## src/rtl/jkff_drive_pkg.sv

```systemverilog
// Shared types and J/K encodings for the JK flip-flop command stage.
package jkff_drive_pkg;

  typedef enum logic [1:0] {INIT, IDLE, DRIVE, HOLD} state_t;

  localparam int REQ_HOLD_W = 4;

  typedef struct packed {
    logic                  target;
    logic [REQ_HOLD_W-1:0] hold;
  } req_t;

  // {j, k} pairs
  localparam logic [1:0] JK_HOLD = 2'b00;
  localparam logic [1:0] JK_RST  = 2'b01;
  localparam logic [1:0] JK_SET  = 2'b10;
  localparam logic [1:0] JK_TOG  = 2'b11;

endpackage

```

## src/rtl/jkff_drive_fifo.sv

```systemverilog
// Request buffer: synchronous FIFO whose pointers carry an extra wrap bit so
// full and empty can be told apart without a separate count.
module jkff_drive_fifo #(
  parameter int DEPTH = 4,
  parameter int WIDTH = 5
) (
  input  logic             clk,
  input  logic             reset,
  input  logic             push,
  input  logic [WIDTH-1:0] push_data,
  input  logic             pop,
  output logic [WIDTH-1:0] pop_data,
  output logic             full,
  output logic             empty
);

  localparam int AW = $clog2(DEPTH);

  logic [WIDTH-1:0] mem [DEPTH];
  logic [AW:0]      wr_ptr;
  logic [AW:0]      rd_ptr;

  assign full     = (wr_ptr[AW] != rd_ptr[AW]) && (wr_ptr[AW-1:0] == rd_ptr[AW-1:0]);
  assign empty    = (wr_ptr == rd_ptr);
  assign pop_data = mem[rd_ptr[AW-1:0]];

  always_ff @(posedge clk or posedge reset) begin
    if (reset) begin
      wr_ptr <= '0;
      rd_ptr <= '0;
    end else begin
      if (push && !full) wr_ptr <= wr_ptr + 1'b1;
      if (pop && !empty) rd_ptr <= rd_ptr + 1'b1;
    end
  end

  // Storage needs no reset; only the pointers define what is valid.
  always_ff @(posedge clk) begin
    if (push && !full) mem[wr_ptr[AW-1:0]] <= push_data;
  end

endmodule

```

## src/rtl/jkff_drive_seq.sv

```systemverilog
// Command stage for the JK flip-flop: buffers (target, hold) requests, emits
// the J/K pair reaching each target, and tracks the JKFF output in q_pred.
module jkff_drive_seq
  import jkff_drive_pkg::*;
#(
  parameter int DEPTH  = 4,
  parameter int HOLD_W = REQ_HOLD_W
) (
  input  logic              clk,
  input  logic              reset,
  input  logic              in_val,
  output logic              in_rdy,
  input  logic              in_target,
  input  logic [HOLD_W-1:0] in_hold,
  input  logic              use_toggle,
  output logic              j,
  output logic              k,
  output logic              q_pred,
  output logic              busy
);

  state_t            state;
  state_t            state_next;
  logic              fifo_full;
  logic              fifo_empty;
  logic              pop;
  logic [HOLD_W:0]   head;
  logic              cur_target;
  logic [HOLD_W-1:0] cur_hold;
  logic [HOLD_W-1:0] hold_cnt;
  logic [1:0]        jk;

  assign in_rdy = !fifo_full;
  assign busy   = (state != IDLE);
  assign j      = jk[1];
  assign k      = jk[0];

  jkff_drive_fifo #(
    .DEPTH(DEPTH),
    .WIDTH(HOLD_W + 1)
  ) u_fifo (
    .clk       (clk),
    .reset     (reset),
    .push      (in_val && in_rdy),
    .push_data ({in_target, in_hold}),
    .pop       (pop),
    .pop_data  (head),
    .full      (fifo_full),
    .empty     (fifo_empty)
  );

  always_comb begin
    state_next = state;
    pop        = 1'b0;
    jk         = JK_HOLD;
    unique case (state)
      INIT: begin
        jk         = JK_RST;
        state_next = IDLE;
      end
      IDLE: begin
        if (!fifo_empty) begin
          pop        = 1'b1;
          state_next = DRIVE;
        end
      end
      DRIVE: begin
        if (cur_target != q_pred)
          jk = use_toggle ? JK_TOG : (cur_target ? JK_SET : JK_RST);
        if (cur_hold != '0) begin
          state_next = HOLD;
        end else if (!fifo_empty) begin
          pop        = 1'b1;
          state_next = DRIVE;
        end else begin
          state_next = IDLE;
        end
      end
      HOLD: begin
        // Chain straight into the next request on the last hold cycle.
        if (hold_cnt == HOLD_W'(1)) begin
          if (!fifo_empty) begin
            pop        = 1'b1;
            state_next = DRIVE;
          end else begin
            state_next = IDLE;
          end
        end
      end
      default: state_next = INIT;
    endcase
  end

  always_ff @(posedge clk or posedge reset) begin
    if (reset) begin
      state      <= INIT;
      q_pred     <= 1'b0;
      hold_cnt   <= '0;
      cur_target <= 1'b0;
      cur_hold   <= '0;
    end else begin
      state <= state_next;
      if (pop) begin
        cur_target <= head[HOLD_W];
        cur_hold   <= head[HOLD_W-1:0];
      end
      if (state == DRIVE)
        hold_cnt <= cur_hold;
      else if (state == HOLD)
        hold_cnt <= hold_cnt - 1'b1;
      case (jk)
        JK_RST:  q_pred <= 1'b0;
        JK_SET:  q_pred <= 1'b1;
        JK_TOG:  q_pred <= ~q_pred;
        default: q_pred <= q_pred;
      endcase
    end
  end

endmodule

```

## config.mk

```make
export PLATFORM = sky130hd
export DESIGN_NAME = jkff_drive_seq
export DESIGN_NICKNAME = d
export VERILOG_FILES = /design/src/rtl/jkff_drive_pkg.sv /design/src/rtl/jkff_drive_fifo.sv /design/src/rtl/jkff_drive_seq.sv
export SDC_FILE = /design/constraint.sdc
export NUM_CORES = 1
export LEC_CHECK = 0
export CORE_UTILIZATION = 62
export CTS_CLUSTER_SIZE = 40
export DETAILED_ROUTE_END_ITERATION = 7
export HOLD_SLACK_MARGIN = 0.05
export PLACE_DENSITY = 0.84
export SYNTH_ARGS = -nofsm -noshare
export SYNTH_HDL_FRONTEND = slang
export SYNTH_HIERARCHICAL = 1
export SYNTH_SLANG_ARGS = --single-unit
```

## constraint.sdc

```tcl
create_clock -name clk -period 4 [get_ports clk]
set_clock_uncertainty 0.2 [all_clocks]
set_input_delay 1 -clock clk [delete_from_list [all_inputs] [get_ports clk]]
set_output_delay 1 -clock clk [all_outputs]
set_load 0.02 [all_outputs]
```

# --- Word-level counts from Yosys, hierarchy flattened ---
# Memories as Yosys holds them, arrays and structs flattened. A register that Yosys moved wholly into a read port is not among the register bits.
# Index checks and enable logic that the tools add are counted.
classes:
  n_bitwise: 1
  mux: 18
  addsub: 3
  n_eq_ne: 14
  n_reduce_logical: 11
ops:
  columns: ["op", "n"]
  rows:
  - ["2-bit 2-to-1 mux", 7]
  - ["2-bit == test (second input constant)", 4]
  - ["4-bit 2-to-1 mux", 2]
  - ["2-bit case mux with 4 select lines", 1]
  - ["3-bit by 1-bit adder with 3-bit output (second input constant)", 2]
  - ["1-bit case mux with 3 select lines", 2]
  - ["1-bit 2-to-1 mux", 5]
  - ["2-bit by 1-bit == test with 1-bit output (second input constant)", 2]
  - ["4-bit by 1-bit == test with 1-bit output (second input constant)", 1]
  - ["1-bit logical AND", 4]
  - ["2-bit != test (second input constant)", 2]
  - ["2-bit case mux with 2 select lines", 1]
  - ["4-bit nonzero test", 1]
  - ["4-bit by 1-bit subtractor with 4-bit output (second input constant)", 1]
  - ["3-bit == test", 1]
  - ["3-bit nonzero test", 1]
  - ["2-bit == test", 1]
  - ["1-bit logical NOT", 2]
  - ["2-bit logical NOT", 1]
  - ["1-bit != test", 2]
  - ["2-bit by 1-bit != test with 1-bit output (second input constant)", 1]
  - ["2-bit AND reduction", 1]
  - ["2-bit nonzero test", 1]
  - ["1-bit inverter", 1]
totals:
  mem_bits_rw: 20
  in_bits: 9
  out_inout_bits: 5
  memories: 1
  regBits: 13
  word_cells: 53
mem_list:
  columns: ["name", "depth", "width", "read_ports", "rd_ports_with_merged_regs", "write_ports", "line_no", "text"]
  rows:
  - ["u_fifo.mem", 4, 5, 1, 1, 1, "jkff_drive_fifo.sv:19", "logic [WIDTH-1:0] mem [DEPTH];"]

# --- Depth between registers and ports, before layout ---
logic_depth:
  word_depth: 7
  depth_mapped: 10
  mapped_depth_nobuf: 9

# --- Hierarchy ---
# The synthesis kept the hierarchy.
by_module_without_submodules:
  columns: ["mod", "cells_each", "seq_area_each_um2", "area_per_inst_um2", "instances"]
  rows:
  - ["jkff_drive_fifo", 78, 750.7, 1226.2, 1]
  - ["jkff_drive_seq", 63, 300.3, 669.4, 1]

# --- Least setup slack after synthesis ---
# Ideal clock, no wire load.
synth_path:
  kind: "input to output"
  startpoint: "input use_toggle"
  endpoint: "output k"
  arrival_time_ps: 1515
  required_ps: 2800
  path_buffers: 0
  setup_slack_ps: 1285
  cell_stages: 2
  path_cell_list: "nand3b_1 > a31oi_1"
synth_via:
  elab_chain_cells: 3
synth_rtl:
  columns: ["item", "line_no", "text"]
  rows:
  - ["start, declared", "jkff_drive_seq.sv:15", "input logic use_toggle,"]
  - ["2-bit 2-to-1 mux", "jkff_drive_seq.sv:69", "jk = use_toggle ? JK_TOG : (cur_target ? JK_SET : JK_RST);"]
  - ["2-bit 2-to-1 mux", "jkff_drive_seq.sv:68", "if (cur_target != q_pred)"]
  - ["2-bit case mux with 2 select lines", "jkff_drive_seq.sv:56", "unique case (state)"]
  - ["end, declared", "jkff_drive_seq.sv:17", "output logic k,"]
# Every way passes these cells.

# --- Worst setup path in the final report ---
# Ends and elaborated chain as after synthesis.

==> impl_metrics.ini <==
[job]
maxCapViolCount = 0

[timing]
hold_viol_final = 0
fin_crit_ns = 3.581
rsz0062_at_grt = false
setup_tns_ns = 0
tightest_slew_ns = 0.5290
drv_slew = 0
setup_viol = 0
fin_crit_sh = 0.8952
fmax_ghz = 0.2793
slew_headroom = 0.6473

[worst_setup_path]
crit_cells = 4
critPathMaxFanout = 2
crit_chain = clkdlybuf4s50_1, nand3b_1, a31oi_1, clkdlybuf4s50_1
endpoint = k
reg2reg_depth = 7
criticalPathCategory = primary input to output port
reg2reg_slack_ns = 1.49
slowest_stage = clkdlybuf4s50_1
r2r-end = u_fifo/mem[0][2]$_DFFE_PP_
startpoint_type = primary input
r2r-start = u_fifo/rd_ptr[0]$_DFFE_PP0P_
end_kind = output port
required_ns = 2.80
startpoint = use_toggle
cp_top_family = buffers and inverters
cp_slowest_stage_delay_ns = 0.63
arrival_ns = 2.38
crit_top_cell = clkdlybuf4s50_1
crit_buf_inv = 2

[cts]
worstSkewPairLatency_ns = 0.34
cts_hold_buf = 0
h-tree-depth = 2
path_clk_slew_ns = 0.11
cts_tree = built
cts-root-buf = clkbuf_4
cts.path.max_buffers = 2
clock_sinks = 38
cts_setup_buffers = 0
numCtsBuffers = 5
post_cts_resized = 0

[yosys]
netlist_area_mm2 = 0.001896
synthCells = 141
synth_mux_area_frac = 0.09967
yosys.area_share.simple = 0.09637
synth_compound_area_frac = 0.1122
synth_nets = 157
synth_seq_area_share = 0.5545
synth_xor_area_frac = 0.04884
synth_top_family_by_area = compound AO/OA/AOI/OAI gates
ys_warn_count = 6
synth_cell_types = 39
synthAdderAreaFrac = 0.04620
yosys_register_bits = 38
synth.avg_cell_area_um2 = 13.44

[place]
dp_hpwl_um = 2239
gp_congestion = 0.7883
port_buffers = 13

[layout]
fillers = 201
drive_gt1_frac = 0.1835
layout_commonest_cell = edfxtp_1
syn_to_final_growth_pct = 10.30
nets = 173
antenna_cells = 0
final_cell_mix = edfxtp_1, dfrtp_1, inv_1

[worst_hold_path]
hold_path_class = register to register
min_from = hold_cnt[3]$_DFFE_PP0P_

[floorplanning]
coreArea_mm2 = 0.002829
die_x_um = 57.30
start_util = 0.6701
dieArea_mm2 = 0.003283
std_cell_rows = 19
io_pins = 14
fp.dieH_um = 57.30

[outcome]
violations = DRC
status = finished, violations left

[detailed_routing]
viasPerCell = 5.868
drt_pass1_iterations = 6
vias = 1109
routed_wl_um = 2985
wl_per_cell_um = 15.79
drtIter0Drc = 52
drc = 2
drtAntennaViolNets = 0

[global_route]
track_usage = 0.2153
first_global_vias = 1175
grt_max_degree = 14
grt-ovfl-total = 0
grt_pass1_wl_um = 5119
antenna_found_initial = 0

[power]
p_total_w = 0.001617
p_per_area_mw_per_mm2 = 773.5
leakagePower_nw = 0.8091
irDropWorstVdd_mv = 0.5215
==> registers in the layout, summed over array words and instances, names as in the netlist <==
| name | count |
|---|---|
| u_fifo/rd_ptr | 3 |
| cur_hold | 4 |
| state | 2 |
| cur_target | 1 |
| q_pred | 1 |
| u_fifo/wr_ptr | 3 |
| u_fifo/mem | 20 |
| hold_cnt | 4 |
==> stage by stage <==
| stage | std cells | area (um2) | hold slack (ns) | utilization | worst slack, ns |
|---|---|---|---|---|---|
| after global placement | 181 | 2037 | 0.3577 | 0.7200 | 0.4334 |
| after detailed placement | 181 | 2037 | 0.3715 | 0.7200 | 0.4206 |
| final | 189 | 2091 | 0.3913 | 0.7391 | 0.4194 |
| after global routing | 189 | 2091 | 0.4168 | 0.7391 | 0.3123 |
| after CTS | 189 | 2091 | 0.3939 | 0.7391 | 0.4163 |
| after floorplan | 141 | 1896 | 0.3339 | - | 1.285 |
==> how the worst min path moves through the flow <==
stage | to | slack (ns) | depth (start not counted)
6_report | hold_cnt[3]$_DFFE_PP0P_ | 0.39 | 2
5_1_grt | u_fifo/wr_ptr[2]$_DFFE_PP0P_ | 0.42 | 1
4_1_cts | u_fifo/wr_ptr[2]$_DFFE_PP0P_ | 0.39 | 1
3_5_place_dp | hold_cnt[3]$_DFFE_PP0P_ | 0.37 | 2
3_3_place_gp | hold_cnt[3]$_DFFE_PP0P_ | 0.36 | 2
2_1_floorplan | hold_cnt[3]$_DFFE_PP0P_ | 0.33 | 2
==> kinds of logic (layout without fill, tap and decap cells) <==
| kind of cell | count (synthesis) | after routing |
|---|---|---|
| AOI/OAI and AO/OA | 28 | 28 |
| xor gates and xnor gates | 8 | 8 |
| adders and majority gates | 7 | 7 |
| buffers and inverters | 18 | 35 |
| DFF | 38 | 38 |
| muxes | 12 | 12 |
| and+or+nand+nor | 30 | 30 |
==> worst register-to-register path: stages (launching register included) <==
cell	delay, ns
dfrtp_1	0.69
xnor2_2	0.25
nand3_1	0.12
inv_1	0.05
nor2b_1	0.23
inv_1	0.10
a31oi_2	0.23
and2_1	0.33
==> power by group <==
group          total (W)  internal, W  switching (W)
Combinational   0.000713     0.000354       0.000359
Clock           0.000188    0.0000654       0.000123
Sequential      0.000717     0.000553       0.000164
Total            0.00162     0.000972       0.000645
==> routing by layer <==
| layer | part of all wire | vias up | GRT usage |
|---|---|---|---|
| met1 | 0.44 | 537 | 0.2476 |
| met5 | 0 | - | 0 |
| li1 | - | 549 | - |
| met2 | 0.52 | 17 | 0.3815 |
| met3 | 0.030 | 6 | 0.06349 |
| met4 | 0.0087 | 0 | 0.08014 |
==> Yosys cell counts (all sizes together) <==
| library cell | instances | area [um2] |
|---|---|---|
| a211o | 1 | 8.760 |
| a211oi | 2 | 20.02 |
| a21oi | 11 | 55.05 |
| a31o | 1 | 8.760 |
| a31oi | 4 | 37.53 |
| and2 | 3 | 18.77 |
| buf | 3 | 23.77 |
| clkbuf | 1 | 3.750 |
| dfrtp | 18 | 450.4 |
| edfxtp | 20 | 600.6 |
| ha | 7 | 87.58 |
| inv | 14 | 52.55 |
| mux2 | 5 | 56.30 |
| mux2i | 2 | 20.02 |
| mux4 | 5 | 112.6 |
| nand2 | 6 | 22.52 |
| nand2b | 6 | 37.54 |
| nand3 | 3 | 15.01 |
| nand3b | 3 | 22.52 |
| nor2 | 4 | 15.01 |
| nor2b | 1 | 6.260 |
| nor3 | 1 | 5.000 |
| nor3b | 1 | 12.51 |
| nor4 | 1 | 21.27 |
| o211ai | 1 | 7.510 |
| o21ai | 2 | 10.01 |
| o21ba | 1 | 10.01 |
| o221ai | 1 | 26.28 |
| o22ai | 1 | 6.260 |
| o31ai | 3 | 22.52 |
| or2 | 1 | 6.260 |
| xnor2 | 4 | 50.05 |
| xor2 | 4 | 42.55 |
==> area by class of cell <==
class | count | area [um2] | share of cell area
Clock buffer | 5 | 37.54 | 0.01795
Clock inverter | 3 | 16.27 | 0.007780
Inverter | 14 | 52.55 | 0.02513
Multi-Input combinational cell | 85 | 764.5 | 0.3656
Sequential cell | 38 | 1051 | 0.5027
Tap cell | 31 | 38.79 | 0.01855
Timing Repair Buffer | 13 | 130.1 | 0.06224
No activity file was read; power rests on OpenSTA's default activity.
